--- src/rtl/sprite_cmd_queue.sv ---
// sprite_cmd_queue
//   Avalon-MM write front end for the sprite display blocks. Software posts 32-bit
//   command words into a FIFO; the block replays them one per clock on a shared
//   registered command bus. Buffer-flip words (info field [20:17] == 4'b1111) are
//   held back until vertical blanking, and at most one flip is issued per blanking
//   period. Words queued behind a pending flip wait with it (no reordering).
//
// Optional feature (macro SPRITE_CMD_QUEUE_IRQ_EN):
//   defined   -> irq sets when a flip word is emitted, clears on a control write
//                with bit 1 set (set wins on a same-cycle collision).
//   undefined -> irq is tied to 0 and control bit 1 is ignored.
//
// Ports:
//   clk         system clock
//   reset       synchronous, active-high
//   chipselect  Avalon slave select
//   write       Avalon write strobe
//   read        Avalon read strobe
//   address     0 = command push / status, 1 = control / flip count
//   writedata   Avalon write data
//   readdata    registered read data (1-cycle latency)
//   vcount      current VGA line from the timing generator
//   cmd_out     command word broadcast to the display blocks, 0 when idle
//   irq         flip interrupt
module sprite_cmd_queue #(
    parameter int unsigned DEPTH       = 64,
    parameter int unsigned ADDR_W      = 6,
    parameter int unsigned VBLANK_LINE = 480
) (
    input  logic        clk,
    input  logic        reset,
    input  logic        chipselect,
    input  logic        write,
    input  logic        read,
    input  logic        address,
    input  logic [31:0] writedata,
    output logic [31:0] readdata,
    input  logic [9:0]  vcount,
    output logic [31:0] cmd_out,
    output logic        irq
);

    localparam logic [ADDR_W:0] FULL_LEVEL = (ADDR_W + 1)'(DEPTH);
    localparam logic [ADDR_W:0] ONE_LEVEL  = (ADDR_W + 1)'(1);

    typedef enum logic [1:0] {
        StIdle,
        StIssue,
        StWaitVblank
    } state_e;

    state_e state_q, state_d;

    logic [31:0]       mem_q [DEPTH];
    logic [ADDR_W-1:0] wr_ptr_q;
    logic [ADDR_W-1:0] rd_ptr_q;
    logic [ADDR_W:0]   level_q;
    logic              overflow_q;
    logic              flip_done_q;
    logic [15:0]       frame_count_q;
    logic [31:0]       cmd_q, cmd_d;
    logic [31:0]       rdata_q;

    logic        push_req;
    logic        ctrl_wr;
    logic        full;
    logic        empty;
    logic        push;
    logic        pop;
    logic        flip_emit;
    logic        vblank;
    logic [31:0] head;
    logic        head_is_flip;
    logic [31:0] status;

    always_comb begin
        push_req     = chipselect & write & ~address;
        ctrl_wr      = chipselect & write & address;
        full         = (level_q == FULL_LEVEL);
        empty        = (level_q == '0);
        // A push into a full FIFO is dropped even if a pop frees a slot this cycle.
        push         = push_req & ~full;
        vblank       = (32'(vcount) >= VBLANK_LINE);
        head         = mem_q[rd_ptr_q];
        head_is_flip = (head[20:17] == 4'b1111);
    end

    // Issue FSM: pops at most one word per cycle into the cmd_out register.
    always_comb begin
        state_d   = state_q;
        pop       = 1'b0;
        flip_emit = 1'b0;
        cmd_d     = '0;
        unique case (state_q)
            StIdle: begin
                if (!empty) state_d = StIssue;
            end
            StIssue: begin
                if (empty) begin
                    state_d = StIdle;
                end else if (!head_is_flip || (vblank && !flip_done_q)) begin
                    pop       = 1'b1;
                    flip_emit = head_is_flip;
                    cmd_d     = head;
                    state_d   = (level_q > ONE_LEVEL) ? StIssue : StIdle;
                end else begin
                    // Flip not allowed yet: the whole queue stalls behind it.
                    state_d = StWaitVblank;
                end
            end
            StWaitVblank: begin
                if (vblank && !flip_done_q) state_d = StIssue;
            end
            default: state_d = StIdle;
        endcase
    end

    always_comb begin
        status             = '0;
        status[ADDR_W:0]   = level_q;
        status[31]         = overflow_q;
    end

    // Storage has no reset; validity is tracked by the pointers and level.
    always_ff @(posedge clk) begin
        if (push) mem_q[wr_ptr_q] <= writedata;
    end

    always_ff @(posedge clk) begin
        if (reset) begin
            state_q       <= StIdle;
            wr_ptr_q      <= '0;
            rd_ptr_q      <= '0;
            level_q       <= '0;
            overflow_q    <= 1'b0;
            flip_done_q   <= 1'b0;
            frame_count_q <= '0;
            cmd_q         <= '0;
            rdata_q       <= '0;
        end else begin
            state_q <= state_d;
            cmd_q   <= cmd_d;

            if (push) wr_ptr_q <= wr_ptr_q + 1'b1;
            if (pop)  rd_ptr_q <= rd_ptr_q + 1'b1;

            unique case ({push, pop})
                2'b10:   level_q <= level_q + ONE_LEVEL;
                2'b01:   level_q <= level_q - ONE_LEVEL;
                default: level_q <= level_q;
            endcase

            if (push_req && full) begin
                overflow_q <= 1'b1;
            end else if (ctrl_wr && writedata[0]) begin
                overflow_q <= 1'b0;
            end

            // flip_done spans one contiguous blanking run.
            if (!vblank) begin
                flip_done_q <= 1'b0;
            end else if (flip_emit) begin
                flip_done_q <= 1'b1;
            end

            if (flip_emit) frame_count_q <= frame_count_q + 16'd1;

            if (chipselect && read) begin
                rdata_q <= address ? {16'b0, frame_count_q} : status;
            end
        end
    end

`ifdef SPRITE_CMD_QUEUE_IRQ_EN
    logic irq_q;

    always_ff @(posedge clk) begin
        if (reset) begin
            irq_q <= 1'b0;
        end else if (flip_emit) begin
            irq_q <= 1'b1;
        end else if (ctrl_wr && writedata[1]) begin
            irq_q <= 1'b0;
        end
    end

    assign irq = irq_q;
`else
    assign irq = 1'b0;
`endif

    assign cmd_out  = cmd_q;
    assign readdata = rdata_q;

endmodule

--- config.mk ---
export PLATFORM = sky130hd
export DESIGN_NAME = sprite_cmd_queue
export DESIGN_NICKNAME = d
export VERILOG_FILES = /design/src/rtl/sprite_cmd_queue.sv
export SDC_FILE = /design/constraint.sdc
export NUM_CORES = 2
export LEC_CHECK = 0
export BUFFER_PORTS_ARGS = -buffer_cell sky130_fd_sc_hd__clkbuf_2
export CAP_MARGIN = 20
export CELL_PAD_IN_SITES_DETAIL_PLACEMENT = 0
export CELL_PAD_IN_SITES_GLOBAL_PLACEMENT = 1
export CORE_MARGIN = 2
export CORE_UTILIZATION = 50
export DETAILED_ROUTE_END_ITERATION = 12
export GPL_TIMING_DRIVEN = 0
export PLACE_DENSITY_LB_ADDON = 0.1
export SLEW_MARGIN = 0
export SYNTH_ARGS = -nofsm -noshare
export SYNTH_HDL_FRONTEND = slang
export SYNTH_SLANG_ARGS = --single-unit
export TNS_END_PERCENT = 100
--- constraint.sdc ---
create_clock -name clk -period 3.76 [get_ports clk]
set_clock_uncertainty 0.05 [all_clocks]
set_input_delay 0.188 -clock clk [delete_from_list [all_inputs] [get_ports clk]]
set_output_delay 0.188 -clock clk [all_outputs]
set_load 0.005 [all_outputs]
Yosys cells after proc, flatten, opt, wreduce, memory -nomap -nowiden
Memories as Yosys holds them, arrays and structs flattened. A register that Yosys moved wholly into a read port is not among the register bits.
Cells that the tools add are included.
Word-level totals
  bits in latches: 0
  memories kept: 1
  memory bits (writable): 2048
  logic and storage cells: 68
  output and inout port bits: 65
  register bits after elaboration: 103
  input port bits: 48
  ROM bits: 0
Cells by class
  muxes and demuxes: 20
  reductions and logical operators: 14
  bitwise operators: 9
  order comparisons: 2
  divide/modulo/power cells: 0
  eq/ne operators: 8
  multiply operators: 0
  shifts and indexed selects: 0
  add/subtract/negate cells: 5
Memory list
  mem_q: words 64, bits a word 32, read ports 1, clocked after memory_dff 1, wr ports 1, RTL line 54  | logic [31:0] mem_q [DEPTH];
Operators with widths (count)
  $mux 32: 1
  $add 16x1->16 const B: 1
  $pmux 7 s2: 1
  $add 6x1->6 const B: 2
  $mux 6: 2
  $mux 1: 11
  $ge 10x9->1 const B: 1
  $mux 2: 4
  $add 7x1->7 const B: 1
  $eq 7x7->1 const B: 1
  $gt 7x1->1 const B: 1
  $logic_not 7->1: 1
  $sub 7x1->7 const B: 1
  $pmux 2 s3: 1
  $not 1->1: 5
  $and 1x1->1: 4
  $eq 2x1->1 const B: 2
  $eq 2x2->1 const B: 2
  $eq 4x4->1 const B: 1
  $logic_and 1x1->1: 4
  $ne 2x2->1 const B: 2
  $reduce_bool 2->1: 2
  $reduce_or 4->1: 1
  $logic_not 1->1: 2
  4 further kinds: 4

Logic depth before layout (Yosys ltp)
  depth after elaboration: 8
  mapped depth: 22
  depth with buffers taken out: 16

Worst setup path after synthesis
Ideal clock, no wire load.
  path type: register to register
  start point: register level_q[0]
  end point: memory mem_q[63][0], enable pin
  path slack: -51 ps
  stages on the path, launching flop included: 9
  required time: 3289 ps
  arrival time: 3340 ps
  buffers on the path: 1
  clock period less this slack: 3811 ps
  library setup time: 421 ps
  cell sequence: dfxtp_1 inv_1 ha_1 and2_1 a211oi_1 and2_1 nand3_1 clkbuf_1 nor2_1
On the way
  longest elaborated chain between the ends: 5
Ends and longest elaborated chain
  from (decl): RTL line 57  | logic [ADDR_W:0] level_q;
  from (signal assigned): RTL line 148  | 2'b10: level_q <= level_q + ONE_LEVEL;
  from (signal assigned): RTL line 149  | 2'b01: level_q <= level_q - ONE_LEVEL;
  from (signal assigned): RTL line 150  | default: level_q <= level_q;
  $eq 7x7->1: RTL line 79  | full = (level_q == FULL_LEVEL);
  $not 1->1: RTL line 82  | push = push_req & ~full;
  $and 1x1->1: RTL line 82
  $mux 1: RTL line 126  | if (push) mem_q[wr_ptr_q] <= writedata;
  $mux 1 (implied by the code): RTL line 126
  to (decl): RTL line 54
Every way passes these cells.

==> reports/metrics.cfg <==
[run_status]
status=finished, violations left
violations=negative setup slack

[logic_synthesis]
netlist_area_um2=81900
synth_top_cell_area_share=0.751
synth-xor-area-share=0.000962
yosysSeqAreaShare=0.774
synthTopCellsByArea=edfxtp_1 (75%), mux4_2 (17%), dfxtp_1 (2.3%)
synthTopCellsByCount=edfxtp_1 (2,048), mux4_2 (621), nor2_1 (119)
synth_fa_ha_area_frac=0.00107
ys_ff_latch=2142
synth_warnings=0
yosysTopAreaCell=edfxtp_1
synth_simple_gate_area_frac=0.0210
syn_inst=3525
synthArstFlopShare=0
ys_types=58
synth_top_family_by_area=multiplexers
synth_edf_count=2048
synth_most_common_cell=edfxtp_1
synth_compound_area_frac=0.00854
synth.area.mux_share=0.181
synthFlopType=edfxtp_1
syn_avg_cell_area_um2=23.2

[clocking]
clock-root-buffer=clkbuf_16
cts_sinks=2142
clk_pin_slew_ns=0.06
clkLatencyLatePin_ns=0.87
clock_path_buffers=3
htree_levels=4
numCtsBuffers=212
cts_tree=yes

[timing]
fin_tns_setup_ns=-0.189
fin_crit_sh=1.01
hold_slack_ns=0.0366
slew_headroom=0.283
period_minus_slack_ns=3.79
setup_viol=15
finalHoldViolCount=0
drv_slew=0
fin_ws_ns=-0.0317
rsz0062_at_grt=true
fmax_ghz=0.264
worst_pin_slew_ns=1.07

[drt]
vias=40845
wire_per_inst_um=35.2
drt_iter0_drc=5516
route.met3.wl_mm=23.0
dr.max_layer_used=met5
drc_errors=0
drt-met1-wl_mm=88.9
drtPass1Iterations=5
wl_met2_mm=108
postRouteAntennaNets=0
avgViaCountPerCell=6.29
routed_wl_mm=229

[hold_path]
holdPathStages=4
min_from=vcount[8]
worstHoldPathType=in2reg
whs_endpoint=state_q[1]$_SDFFE_PP0P_

[grt]
grt_pass1_vias=41292
grt_max_degree=66
track_usage=0.277
antenna_found_initial=19
grt_pass1_wl_mm=319
grt_overflow_total=0

[worst_setup_path]
critPathRequiredTime_ns=4.40
rr_worst_depth=19
arrival_ns=4.43
worst_setup_path_end_kind=flip-flop
start_kind=flip-flop
timing.rr.end=level_q[5]$_SDFFE_PP0P_
path_cells=buf_8 -> buf_12 -> mux4_2 -> mux2i_4 -> nor2_1 -> a41o_1 -> o41ai_4 -> nor4_4 -> buf_6 -> nor2_4 -> ha_4 -> inv_1 -> nor2_2 -> nand2_1 -> nor3_2 -> a31oi_1 -> nor3_2 -> xnor2_1 -> nor2_1
crit_type=reg2reg
cp_max_fo=10
cp_slowest_stage_delay_ns=0.42
critPathSlowestCell=o41ai_4
r2r_slack_ns=-0.03

[flow_run]
maxCapViolations=0

[placed_design]
postPlaceCellArea_um2=87800
globalplace.congestion=0.856
placed_cells=5913
place_hpwl_mm=148
dp_slack_ns=-1.79
portBuffers=89

[finish]
instances_no_fill=6497
drive_gt1_frac=0.358
syn_to_final_growth_pct=19.6
final_nets=4195
finalInstanceArea_um2=98000

[pwr]
p_leak_uw=0.0302
vdd_ir_drop_max_mv=0.540
pwr_density_cell_nw_per_um2=497

[floorplan]
dieArea_um2=167000
die_x_um=409
die_h_um=409
initial_core_util=0.503
num_rows=148
io_pins=113
core_area_um2=163000

## routing by layer
metal,GRT usage,up-vias
li1,-,16259
met1,0.386,22015
met2,0.431,2165
met3,0.0666,396
met4,0.100,10
met5,0,-
## per-stage QoR
| stage | power (uW) | util |
|---|---|---|
| 4_1_cts | 49000 | 0.599 |
| 3_3_place_gp | 27900 | 0.523 |
| 3_5_place_dp | 28000 | 0.540 |
| 5_1_grt | 50000 | 0.602 |
| 6_report | 48700 | 0.602 |
| 2_1_floorplan | 27200 | - |
## where the power goes
group / internal [uW] / switching, uW
sequential: 26100 / 16.2
combinational: 572 / 867
clock: 12200 / 8980
## flip-flops by register name, indices dropped and copies added, names as in the netlist, named ones only
register       count
overflow_q         1
flip_done_q        1
readdata          17
wr_ptr_q           6
rd_ptr_q           6
mem_q           2048
frame_count_q     16
level_q            7
state_q            2
cmd_out           32
## logic make-up after synthesis
kind of cell,after synthesis
buf+inv,216
fa+ha+maj,7
other cells,1
flops,2142
simple gates,341
mux,704
compound gates,105
xor+xnor,9
## how the worst max path moves through the flow
stage | from | endpoint | slack (ns) | cells past startpoint
2_1_floorplan | level_q[0]$_SDFFE_PP0P_ | mem_q[63][0]$_DFFE_PP_ | -0.05 | 8
3_3_place_gp | level_q[0]$_SDFFE_PP0P_ | mem_q[43][12]$_DFFE_PP_ | -3.54 | 8
3_5_place_dp | flip-flop | cmd_out[27]$_SDFF_PP0_ | -1.79 | 9
4_1_cts | flip-flop | level_q[5]$_SDFFE_PP0P_ | -0.18 | 19
5_1_grt | level_q[0]$_SDFFE_PP0P_ | mem_q[57][5]$_DFFE_PP_ | -0.22 | 10
6_report | flip-flop | level_q[5]$_SDFFE_PP0P_ | -0.03 | 19
## worst max-delay path, delay by kind of cell, from the launching register on
| kind | cells | cell delay, ns |
|---|---|---|
| muxes | 2 | 0.55 |
| adders and majority gates | 1 | 0.17 |
| and+or+nand+nor | 8 | 0.92 |
| xor gates and xnor gates | 1 | 0.13 |
| DFF | 1 | 0.40 |
| AOI/OAI and AO/OA | 3 | 0.80 |
| buffers and inverters | 4 | 0.59 |
## cells in the final DEF, fill, tap and decap left out, types with 21 or more instances in the layout
cell type / count
a21oi_1: 33
a22oi_1: 24
buf_12: 153
buf_4: 139
buf_6: 27
bufinv_16: 25
clkbuf_1: 72
clkbuf_16: 215
clkbuf_2: 114
clkbuf_4: 21
clkinv_1: 63
clkinv_2: 32
dfxtp_1: 92
dlygate4sd3_1: 38
edfxtp_1: 2048
mux2i_1: 71
mux4_2: 621
nand2_1: 41
nand3_1: 40
nor2_1: 51
nor2_4: 66
nor2b_1: 40
## final cells by class
class                   instances  area [um^2]
clock inverters               140         1430
inverters                      13         48.8
repair buffers                391         4900
multi-input cells            1182        18200
well taps                    2175         2720
diodes                          2         5.00
fillers                     11146        64800
flip-flops and latches       2142        63400
plain buffers                 198         1750
clock buffers                 254         5530
## timing repair
action / in CTS / in global routing
gates resized for setup: 289 / 50
buffers inserted: 132 / 13
hold buffers: 32 / 6
gates cloned: 3 / 0
endpoints found under the hold margin: 762 / 197
endpoints found under the setup margin: 1690 / 121
pin swaps: 56 / 9
Note: power is estimated with default switching activity, not from simulation.
